--- src/rtl/pmu_ctrl.sv ---
// Performance-monitor sequencer: clears, runs, snapshots and reads out a
// bank of external 32-bit event counters plus an internal cycle counter.
module pmu_ctrl #(
    parameter int NUM_CNT = 2,
    parameter int WIN_W   = 16
) (
    input  logic                  clk,
    input  logic                  rst_n,
    input  logic                  cmd_valid,
    output logic                  cmd_ready,
    input  logic [1:0]            cmd_op,
    input  logic [WIN_W-1:0]      cmd_window,
    input  logic [32*NUM_CNT-1:0] cnt_in,
    output logic                  cnt_en,
    output logic                  cnt_clr,
    output logic                  out_valid,
    input  logic                  out_ready,
    output logic [31:0]           out_data,
    output logic                  out_last,
    output logic                  busy
);

    localparam logic [1:0] OP_START = 2'b01;
    localparam logic [1:0] OP_STOP  = 2'b10;
    localparam logic [1:0] OP_CLEAR = 2'b11;

    localparam int IDX_W = (NUM_CNT < 1) ? 1 : $clog2(NUM_CNT + 1);
    localparam logic [IDX_W-1:0] LAST_IDX = IDX_W'(NUM_CNT);

    typedef enum logic [2:0] {
        S_IDLE,
        S_CLR,
        S_RUN,
        S_SNAP,
        S_DRAIN
    } state_t;

    state_t            state;
    state_t            state_nxt;
    logic [WIN_W-1:0]  win;
    logic [31:0]       cycle_cnt;
    logic [31:0]       cyc_shadow;
    logic [31:0]       shadow [NUM_CNT];
    logic [IDX_W-1:0]  idx;
    logic              clr_pend;
    logic              cmd_fire;
    logic              win_done;

    // Commands are only taken while idle or counting.
    assign cmd_ready = (state == S_IDLE) || (state == S_RUN);
    assign cmd_fire  = cmd_valid && cmd_ready;
    assign cnt_clr   = (state == S_CLR) || clr_pend;

    // The current RUN cycle is the W-th one when the count is about to reach W.
    assign win_done  = (win != '0) && ((cycle_cnt + 32'd1) == 32'(win));

    // State register.
    always_ff @(posedge clk or negedge rst_n) begin
        if (!rst_n) begin
            state <= S_IDLE;
        end else begin
            state <= state_nxt;
        end
    end

    // Next-state decode and all state-derived outputs, including the readout mux.
    always_comb begin
        state_nxt = state;
        cnt_en    = 1'b0;
        busy      = 1'b1;
        out_valid = 1'b0;
        out_last  = 1'b0;
        out_data  = '0;
        case (state)
            S_IDLE: begin
                busy = 1'b0;
                if (cmd_fire && cmd_op == OP_START) begin
                    state_nxt = S_CLR;
                end
            end
            S_CLR: begin
                state_nxt = S_RUN;
            end
            S_RUN: begin
                cnt_en = 1'b1;
                if ((cmd_fire && cmd_op == OP_STOP) || win_done) begin
                    state_nxt = S_SNAP;
                end
            end
            S_SNAP: begin
                state_nxt = S_DRAIN;
            end
            S_DRAIN: begin
                out_valid = 1'b1;
                out_last  = (idx == LAST_IDX);
                out_data  = cyc_shadow;
                for (int k = 0; k < NUM_CNT; k++) begin
                    if (idx == IDX_W'(k + 1)) begin
                        out_data = shadow[k];
                    end
                end
                if (out_ready && out_last) begin
                    state_nxt = S_IDLE;
                end
            end
            default: begin
                state_nxt = S_IDLE;
            end
        endcase
    end

    // Window latch, cycle counter and the one-shot clear request from IDLE.
    always_ff @(posedge clk or negedge rst_n) begin
        if (!rst_n) begin
            win       <= '0;
            cycle_cnt <= '0;
            clr_pend  <= 1'b0;
        end else begin
            clr_pend <= (state == S_IDLE) && cmd_fire && (cmd_op == OP_CLEAR);
            if (state == S_IDLE && cmd_fire && cmd_op == OP_START) begin
                win <= cmd_window;
            end
            if (state == S_CLR) begin
                cycle_cnt <= '0;
            end else if (state == S_RUN && cycle_cnt != 32'hFFFF_FFFF) begin
                cycle_cnt <= cycle_cnt + 32'd1;
            end
        end
    end

    // Snapshot capture in SNAP and the readout word index during DRAIN.
    always_ff @(posedge clk or negedge rst_n) begin
        if (!rst_n) begin
            cyc_shadow <= '0;
            idx        <= '0;
            for (int k = 0; k < NUM_CNT; k++) begin
                shadow[k] <= '0;
            end
        end else begin
            if (state == S_SNAP) begin
                cyc_shadow <= cycle_cnt;
                idx        <= '0;
                for (int k = 0; k < NUM_CNT; k++) begin
                    shadow[k] <= cnt_in[32*k +: 32];
                end
            end else if (state == S_DRAIN && out_ready) begin
                idx <= (idx == LAST_IDX) ? '0 : idx + 1'b1;
            end
        end
    end

endmodule
--- config.mk ---
export PLATFORM = sky130hd
export DESIGN_NAME = pmu_ctrl
export DESIGN_NICKNAME = d
export VERILOG_FILES = /design/src/rtl/pmu_ctrl.sv
export SDC_FILE = /design/constraint.sdc
export NUM_CORES = 1
export LEC_CHECK = 0
export ABC_AREA = 0
export BUFFER_PORTS_ARGS = -buffer_cell sky130_fd_sc_hd__buf_2
export CORE_ASPECT_RATIO = 1.75
export CORE_UTILIZATION = 60
export DETAILED_ROUTE_END_ITERATION = 6
export PLACE_DENSITY = 0.84
export SETUP_SLACK_MARGIN = 0.1
export SYNTH_ARGS = -nofsm -noshare
export SYNTH_HDL_FRONTEND = slang
export SYNTH_SLANG_ARGS = --single-unit
--- constraint.sdc ---
create_clock -name clk -period 7.6 [get_ports clk]
set_clock_uncertainty 0.15 [all_clocks]
set_input_delay 0.38 -clock clk [delete_from_list [all_inputs] [get_ports clk]]
set_output_delay 0.38 -clock clk [all_outputs]
set_load 0.05 [all_outputs]
==> results.py, run 1 <==
metrics = {
    "finish": {
        "layout_common_cells": "nand2_1 (349), dfrtp_1 (150), buf_2 (122), o21ai_0 (50), a21oi_1 (48)",
        "multi_input_comb_area_um2": 3620,
        "nFillCells": 972,
        "diodes": 0,
        "final_common_cell": "nand2_1",
        "nNetsFinal": 1095,
        "utilization": 0.714,
        "drive_above_1_share": 0.195,
        "layout.cells.non_filler": 1188,
        "synthToLayoutAreaGrowth_pct": 16.2,
        "regArea_um2": 3750,
    },
    "timing": {
        "finalMaxSlewViolations": 0,
        "setup_violations": 0,
        "fin_crit_sh": 0.556,
        "slew_headroom": 0.194,
        "final-hold-violation-count": 1,
        "timing.hold.ws_ps": -0.217,
        "fmaxAchievable_mhz": 237,
        "worst_pin_slew_ps": 1210,
        "timing.setup.tns_ps": 0,
        "rsz0062_at_grt": "false",
        "fin_crit_ps": 4230,
    },
    "clocking": {
        "cts_tree": "done",
        "cts_buffer_depth": 2,
        "cts.sinks": 150,
        "htree_num_levels": 4,
        "clk_latency_ps": 420,
        "cts_resized": 0,
        "path_clk_slew_ps": 60,
        "post_cts_buffers": 0,
        "cts_buffers": 17,
        "holdBufCountCts": 5,
        "clockRootBuffer": "clkbuf_16",
    },
    "logic_synthesis": {
        "ys.flop_type": "dfrtp_1",
        "syn_area_per_cell_um2": 8.37,
        "syn_area_um2": 7680,
        "synthCells": 918,
        "synth_cell_types": 59,
        "yosys_warnings": 0,
        "ys_ff_latch": 150,
        "synthArstFlopShare": 1.00,
        "syn_nets": 1005,
        "ys_seq_area_frac": 0.489,
        "synth_edf_count": 0,
    },
    "placed_design": {
        "hpwl_um": 12600,
        "place_congestion": 0.910,
        "io_buffers": 123,
        "dp_cells": 1150,
    },
    "floorplan": {
        "initial_utilization": 0.615,
        "fp-row-count": 54,
        "coreArea_um2": 12500,
        "dieArea_um2": 13300,
        "ios": 124,
        "fp.dieW_um": 87.5,
        "die_y_um": 152,
    },
    "worst_setup_path": {
        "regToRegSetupSlack_ps": 3370,
        "cp.required_ps": 7770,
        "cp-end-kind": "flip-flop",
        "start_kind": "flip-flop",
        "path_class": "reg2reg",
        "path_max_fanout": 32,
        "cp.arrival_ps": 4400,
    },
    "drt": {
        "drt_iter0_markers": 486,
        "num_vias": 6864,
        "routed_wl_um": 19200,
        "detail-route-antenna-nets": 0,
        "wire_per_inst_um": 16.2,
        "dr.pass1.iters": 7,
        "post-route-drc-count": 0,
        "vias_per_cell": 5.78,
    },
    "status": {
        "violations": "hold timing",
        "status": "finished with violations",
    },
    "grt": {
        "grt_pass1_vias": 6434,
        "grt.total_usage": 0.302,
        "grt_first_pass_wirelength_um": 30700,
        "antenna_found_initial": 0,
        "grt_max_degree": 100,
        "grt_remaining_overflow": 0,
    },
    "power": {
        "p_leak_uw": 0.00427,
        "vdd_ir_drop_max_uv": 313,
        "powerDensity_nw_per_um2": 331,
    },
    "flow_run": {
        "maxCapViolCount": 0,
    },
    "min_path": {
        "hold_path_class": "in2reg",
    },
}
[sequential cells by signal, summed over array words and instances (netlist names)]
register	count
idx	2
clr_pend	1
state	3
cycle_cnt	32
cyc_shadow	32
win	16
shadow	64
[Yosys cell counts (2+ instances only)]
master      n  area (um^2)
a211oi_1    3         22.5
a21oi_1    48          240
a22o_1      2         17.5
a22oi_1    32          240
and2_0      7         43.8
and2_1      5         31.3
and3_1      7         43.8
and4_1      4         35.0
buf_1       4         15.0
buf_2      12         60.1
buf_4       4         30.0
buf_6       2         22.5
clkbuf_1   43          161
clkbuf_2    2         10.0
dfrtp_1   150         3750
inv_1       6         22.5
mux2_2     15          169
mux2i_1     4         40.0
nand2_1   349         1310
nand3_1    18         90.1
nand3_2     2         20.0
nand3b_1    3         22.5
nand4_1    13         81.3
nor2_1     33          124
nor2b_1     3         18.8
nor3_1      8         40.0
nor3b_1     3         22.5
nor4_1      9         56.3
o21a_1      2         15.0
o21ai_0    50          250
o21ai_1     3         15.0
o31ai_1    14          105
o41ai_1     2         17.5
or2_2       2         12.5
or3_1       3         18.8
xnor2_1    22          193
xor2_1      7         61.3
[critical path: stages, from the launching register on]
cell     delay (ps)
dfrtp_1         480
ha_1            390
nand4_1         410
nor4_4          470
nand4_1         270
o21a_1          530
nor2_2         1040
o21ai_0         270
o31ai_1         120
[per-stage QoR]
| step | power (uW) | hold slack, ps | cell area, um^2 | worst slack (ps) |
|---|---|---|---|---|
| finish | 2950 | -0.217 | 8930 | 3370 |
| global route | 3120 | 0.264 | 8930 | 3010 |
| CTS | 2950 | 0.177 | 8910 | 3420 |
| detailed placement | 2150 | 313 | 8290 | 3530 |
| global placement | 2110 | 308 | 8290 | 3690 |
| floorplan | 1880 | -65.6 | 7680 | 4550 |
[kinds of logic (layout without fill, tap and decap cells)]
logic type,count (synthesis),count (layout),share of synthesized area
DFF,150,150,0.489
and+or+nand+nor,479,479,0.271
muxes,20,20,0.0287
adders and majority gates,1,1,0.00163
xor gates and xnor gates,29,29,0.0331
AOI/OAI and AO/OA,166,166,0.135
buffers and inverters,73,175,0.0418
[final cells by class]
cell class	count	share of cell area
Tap cell	168	0.0235
Sequential cell	150	0.420
Inverter	6	0.00252
Timing Repair Buffer	138	0.0842
Clock buffer	20	0.0523
Clock inverter	11	0.0111
Multi-Input combinational cell	695	0.406
[final timing paths]
| check | start | end | depth (start not counted) |
|---|---|---|---|
| setup / recovery | cycle_cnt[0]$_DFFE_PN0P_ | cycle_cnt[29]$_DFFE_PN0P_ | 8 |
| hold / removal | cnt_in[23] | shadow[55]$_DFFE_PN0P_ | 3 |
| setup reg to reg | cycle_cnt[0]$_DFFE_PN0P_ | cycle_cnt[29]$_DFFE_PN0P_ | 8 |
| hold reg to reg | shadow[59]$_DFFE_PN0P_ | shadow[59]$_DFFE_PN0P_ | 2 |
| max in group asynchronous | rst_n | cycle_cnt[19]$_DFFE_PN0P_ | 3 |
| min in group asynchronous | rst_n | win[11]$_DFFE_PN0P_ | 2 |
[routing by layer]
metal,routed length [um],GRT usage
met5,0,0
met4,590,0.133
met3,1050,0.0580
met2,9900,0.506
met1,7690,0.377
[where the power goes]
group,internal [uW],total (uW),switching [uW]
Clock,474,800,326
Combinational,324,916,591
Sequential,1040,1240,196
Total,1840,2950,1110
Note: power is estimated with default switching activity, not from simulation.
==> run 2: changes to the inputs <==
Settings changed: CORE_UTILIZATION 60 to 57, PLACE_DENSITY 0.84 to 0.8.
Clock period 7.6 ns to 4.04 ns, I/O delays scaled along.
==> run 2 against run 1 <==
  * The flow now finishes without violations
  * Setup slack got worse by 2800 ps
  * Via count increased by 7.3%
  * Non-clock buffer count increased by 84
  * Utilization increased by 3.8 points
  * Sequential share of layout area decreased by 3.7 points
  * Wire length increased by 12%
  * Critical path depth unchanged
  * Combinational power increased by 100%
  * Critical endpoint is now state[0]$_DFFE_PN0P_
  * Highest routed layer unchanged
==> results.py, run 2 (synthesis results as in run 1) <==
metrics = {
    "finish": {
        "largest_reg_flops": 64,
        "regMostFlops": "shadow",
        "final_common_cell": "nand2_1",
        "top_regs": "shadow (64), cyc_shadow (32), cycle_cnt (32)",
        "layout_common_cells": "nand2_1 (349), dfrtp_1 (150), buf_2 (122), dlygate4sd3_1 (85), o21ai_0 (50)",
        "multi_input_comb_area_um2": 3620,
        "diodes": 0,
        "layout.cells.non_filler": 1276,
        "nNetsFinal": 1179,
        "regArea_um2": 3750,
        "synthToLayoutAreaGrowth_pct": 27.3,
        "drive_above_1_share": 0.185,
        "nFillCells": 884,
    },
    "clocking": {
        "clockRootBuffer": "clkbuf_16",
        "cts_buffer_depth": 2,
        "path_clk_slew_ps": 60,
        "cts.sinks": 150,
        "htree_num_levels": 4,
        "clk_latency_ps": 420,
        "post_cts_buffers": 0,
        "cts_tree": "done",
        "cts_resized": 0,
        "cts_buffers": 17,
    },
    "grt": {
        "antenna_found_initial": 0,
        "met3_usage": 0.0531,
        "grt_first_pass_wirelength_um": 35000,
        "grt_max_degree": 100,
        "top_usage_layer": "met2",
        "met2_usage": 0.547,
        "grt.total_usage": 0.319,
        "grt_pass1_vias": 7340,
        "grt_remaining_overflow": 0,
        "use_met1": 0.372,
    },
    "worst_setup_path": {
        "path_class": "reg2reg",
        "cp.arrival_ps": 3610,
        "ff2ff_path_depth": 8,
        "slowest_stage": "or4_2",
        "path_depth": 8,
        "crit_family": "simple AND/OR/NAND/NOR gates",
        "path_max_fanout": 9,
        "cp.required_ps": 4230,
        "crit_buf_inv": 0,
        "critical_path.max_stage_delay_ps": 750,
        "path_cells": "ha_1, nand4_1, or4_2, nor3_1, xnor2_1, nand3_1, or4_1, o21ai_1",
        "start_kind": "flip-flop",
        "cp-end-kind": "flip-flop",
    },
    "floorplan": {
        "fp-row-count": 55,
        "coreArea_um2": 13000,
        "die_y_um": 156,
        "initial_utilization": 0.591,
        "dieArea_um2": 14000,
        "ios": 124,
        "fp.dieW_um": 89.8,
    },
    "status": {
        "status": "completed",
    },
    "placed_design": {
        "hpwl_um": 13500,
        "dp_cells": 1159,
        "place_congestion": 0.932,
        "io_buffers": 123,
    },
    "drt": {
        "num_vias": 7364,
        "routed_wl_um": 21500,
        "dr.pass1.iters": 6,
        "wire_per_inst_um": 16.8,
        "drt_iter0_markers": 608,
        "vias_per_cell": 5.77,
        "post-route-drc-count": 0,
        "detail-route-antenna-nets": 0,
    },
    "timing": {
        "fin_crit_sh": 0.847,
        "rsz0062_at_grt": "false",
        "setup_violations": 0,
        "finalMaxSlewViolations": 0,
        "slew_headroom": 0.217,
        "final-hold-violation-count": 0,
        "fin_crit_ps": 3420,
        "fmaxAchievable_mhz": 292,
        "timing.setup.tns_ps": 0,
        "worst_pin_slew_ps": 1170,
    },
    "flow_run": {
        "maxCapViolCount": 0,
    },
    "min_path": {
        "hold_path_class": "in2reg",
        "whs_path_depth": 4,
    },
    "power": {
        "p_leak_uw": 0.00464,
        "powerDensity_nw_per_um2": 586,
        "vdd_ir_drop_max_uv": 479,
    },
}
run 2: path summary, 6_finish.rpt:
path / start / end / slack (ps)
worst min-delay path: cmd_op[0] / state[0]$_DFFE_PN0P_ / 9
worst max register to register: cycle_cnt[0]$_DFFE_PN0P_ / state[0]$_DFFE_PN0P_ / 620
worst min register to register: shadow[50]$_DFFE_PN0P_ / shadow[50]$_DFFE_PN0P_ / 320
worst max-delay path: cycle_cnt[0]$_DFFE_PN0P_ / state[0]$_DFFE_PN0P_ / 620
min in group asynchronous: rst_n / win[10]$_DFFE_PN0P_ / 280
max in group asynchronous: rst_n / cyc_shadow[26]$_DFFE_PN0P_ / 2460
run 2: what timing repair did:
| item | 4_1_cts | 5_1_grt |
|---|---|---|
| endpoints found under the setup margin | 0 | 0 |
| hold endpoints to repair | 175 | 0 |
| hold buffers | 85 | 0 |
run 2: per-stage QoR:
stage | util | cell area (um^2) | worst slack [ps] | total power (uW) | hold WS (ps)
CTS | 0.752 | 9780 | 640 | 5710 | 1.35
detailed placement | 0.642 | 8350 | 662 | 4080 | 184
global route | 0.752 | 9780 | 358 | 6030 | 29.1
floorplan | - | 7680 | 994 | 3540 | -244
finish | 0.752 | 9780 | 619 | 5730 | 9.30
global placement | 0.642 | 8350 | 767 | 4010 | 181
run 2: layout make-up:
class / count / share of cell area
repair buffers: 222 / 0.163
flip-flops and latches: 150 / 0.384
well taps: 171 / 0.0219
clock inverters: 12 / 0.0129
multi-input cells: 695 / 0.370
clock buffers: 20 / 0.0467
inverters: 6 / 0.00230
run 2: worst reg2reg max path, cell delays in order, from the launching register on:
cell and delay, ps:
dfrtp_1 470, ha_1 370, nand4_1 390, or4_2 750, nor3_1 310, xnor2_1 160
nand3_1 80, or4_1 530, o21ai_1 140
run 2: layer usage:
metal | vias to the layer above | part of all wire | routed length [um]
li1 | 3454 | - | -
met1 | 3447 | 0.38 | 8230
met2 | 372 | 0.51 | 11000
met3 | 91 | 0.064 | 1390
met4 | 0 | 0.042 | 912
met5 | - | 0 | 0
run 2: report_power, final:
| group | total, uW | leakage [uW] | internal (uW) | switching [uW] |
|---|---|---|---|---|
| Sequential | 2340 | 0.00192 | 1960 | 381 |
| Combinational | 1840 | 0.00243 | 691 | 1150 |
| Clock | 1550 | 0.000286 | 939 | 615 |
| Total | 5730 | 0.00464 | 3590 | 2140 |
==> run 3: changes to the inputs <==
Clock period 4.04 ns to 3.3 ns, I/O delays scaled along.
==> run 3 against run 2 <==
  * Register-to-register slack got worse by 300 ps
  * Sequential cell count did not move
  * Cell count rose by 0.55%
  * Critical path type unchanged
  * Largest power group unchanged
  * Highest routed layer unchanged
  * Design area rose by 0.54%
==> results.py, run 3 (synthesis results as in run 1) <==
metrics = {
    "placed_design": {
        "hpwl_um": 13700,
        "io_buffers": 123,
        "place_congestion": 0.931,
        "dp_cells": 1165,
        "postPlaceCellArea_um2": 8420,
    },
    "worst_setup_path": {
        "crit_buf_inv": 0,
        "cp-end-kind": "flip-flop",
        "crit_start": "cycle_cnt[8]$_DFFE_PN0P_",
        "crit_family": "simple AND/OR/NAND/NOR gates",
        "cp.arrival_ps": 3180,
        "ff2ff_path_depth": 7,
        "r2r-start": "cycle_cnt[8]$_DFFE_PN0P_",
        "crit_path_end": "state[0]$_DFFE_PN0P_",
        "start_kind": "flip-flop",
        "path_max_fanout": 8,
        "cpMostUsedCell": "nand3_1",
        "path_depth": 7,
        "regToRegSetupSlack_ps": 320,
        "cp.required_ps": 3500,
        "critical_path.max_stage_delay_ps": 780,
        "path_cells": "nand3_1, or4_2, nor3_1, xnor2_1, nand3_1, or4_1, o21ai_1",
        "timing.rr.end": "state[0]$_DFFE_PN0P_",
        "path_class": "reg2reg",
        "slowest_stage": "or4_2",
    },
    "drt": {
        "drt_iter0_markers": 544,
        "wire_per_inst_um": 17.0,
        "vias_per_cell": 5.82,
        "routed_wl_um": 21800,
        "post-route-drc-count": 0,
        "num_vias": 7464,
        "dr.pass1.iters": 5,
        "detail-route-antenna-nets": 0,
    },
    "timing": {
        "fmaxAchievable_mhz": 335,
        "timing.hold.ws_ps": 150,
        "fin_crit_ps": 2980,
        "rsz0062_at_grt": "false",
        "timing.setup.tns_ps": 0,
        "worst_pin_slew_ps": 836,
        "finalMaxSlewViolations": 0,
        "setup_violations": 0,
        "fin_crit_sh": 0.904,
        "final-hold-violation-count": 0,
        "slew_headroom": 0.440,
    },
    "clocking": {
        "cts.sinks": 150,
        "cts_buffer_depth": 2,
        "htree_num_levels": 4,
        "post_cts_buffers": 0,
        "cts_resized": 0,
        "path_clk_slew_ps": 70,
        "clk_latency_ps": 420,
        "holdBufCountCts": 86,
        "cts_buffers": 17,
        "clockRootBuffer": "clkbuf_16",
        "cts_tree": "done",
    },
    "floorplan": {
        "fp-row-count": 55,
        "initial_utilization": 0.591,
        "ios": 124,
        "fp.dieW_um": 89.8,
        "dieArea_um2": 14000,
        "die_y_um": 156,
        "coreArea_um2": 13000,
    },
    "finish": {
        "largest_reg_flops": 64,
        "synthToLayoutAreaGrowth_pct": 28.0,
        "utilization": 0.756,
        "layout.cells.non_filler": 1283,
        "diodes": 0,
        "multi_input_comb_area_um2": 3620,
        "top_regs": "shadow (64), cyc_shadow (32), cycle_cnt (32)",
        "nNetsFinal": 1186,
        "regMostFlops": "shadow",
        "final_common_cell": "nand2_1",
        "nFillCells": 906,
        "layout_common_cells": "nand2_1 (349), dfrtp_1 (150), buf_2 (122), dlygate4sd3_1 (86), o21ai_0 (50)",
        "regArea_um2": 3750,
        "drive_above_1_share": 0.189,
        "final_cell_area_um2": 9840,
    },
    "min_path": {
        "hold_path_class": "in2async",
    },
    "grt": {
        "grt_max_degree": 100,
        "grt_first_pass_wirelength_um": 35500,
        "grt_remaining_overflow": 0,
        "grt_pass1_vias": 7368,
        "antenna_found_initial": 0,
        "grt.total_usage": 0.324,
    },
    "power": {
        "vdd_ir_drop_max_uv": 809,
        "powerDensity_nw_per_um2": 706,
        "p_leak_uw": 0.00466,
    },
    "flow_run": {
        "maxCapViolCount": 0,
    },
    "status": {
        "status": "completed",
    },
}
[run 3: changes by cell type in the layout (fill, tap and decap cells not counted), sizes merged]
cell / before / now
dlygate4sd3: 85 / 86
inv: 7 / 13
clkinv: 7 / 3
clkbuf: 20 / 19
bufinv: 2 / 0
buf: 137 / 143
clkinvlp: 2 / 3
[run 3: through the flow]
stage / power [uW] / setup WS (ps)
after floorplan: 4340 / 254
after global placement: 4940 / 430
after detailed placement: 5010 / 377
after CTS: 6930 / 356
after global routing: 7350 / 153
final: 6950 / 317
[run 3: worst min path at each step]
stage                     startpoint                  end  cells past startpoint
final                          rst_n  win[10]$_DFFE_PN0P_                      2
after global routing           rst_n  win[12]$_DFFE_PN0P_                      2
after CTS                      rst_n  win[12]$_DFFE_PN0P_                      2
after detailed placement       rst_n   win[9]$_DFFE_PN0P_                      1
after global placement         rst_n   win[9]$_DFFE_PN0P_                      1
after floorplan                rst_n   clr_pend$_DFF_PN0_                      0
[run 3: routing by layer]
metal / vias to the layer above / global-route usage / share of wire
li1: 3466 / - / -
met1: 3522 / 0.377 / 0.37
met2: 385 / 0.565 / 0.51
met3: 91 / 0.0585 / 0.065
met4: 0 / 0.183 / 0.049
met5: - / 0 / 0
[run 3: layout make-up]
| cell class | count | share of cell area |
|---|---|---|
| Sequential cell | 150 | 0.382 |
| Multi-Input combinational cell | 695 | 0.368 |
| Timing Repair Buffer | 229 | 0.170 |
| Clock buffer | 19 | 0.0450 |
| Tap cell | 171 | 0.0218 |
| Clock inverter | 13 | 0.0114 |
| Inverter | 6 | 0.00229 |
[run 3: power by group]
group / internal, uW / total [uW] / switching, uW
Combinational: 865 / 2260 / 1400
Sequential: 2400 / 2860 / 464
Clock: 1000 / 1820 / 816
Total: 4270 / 6950 / 2680
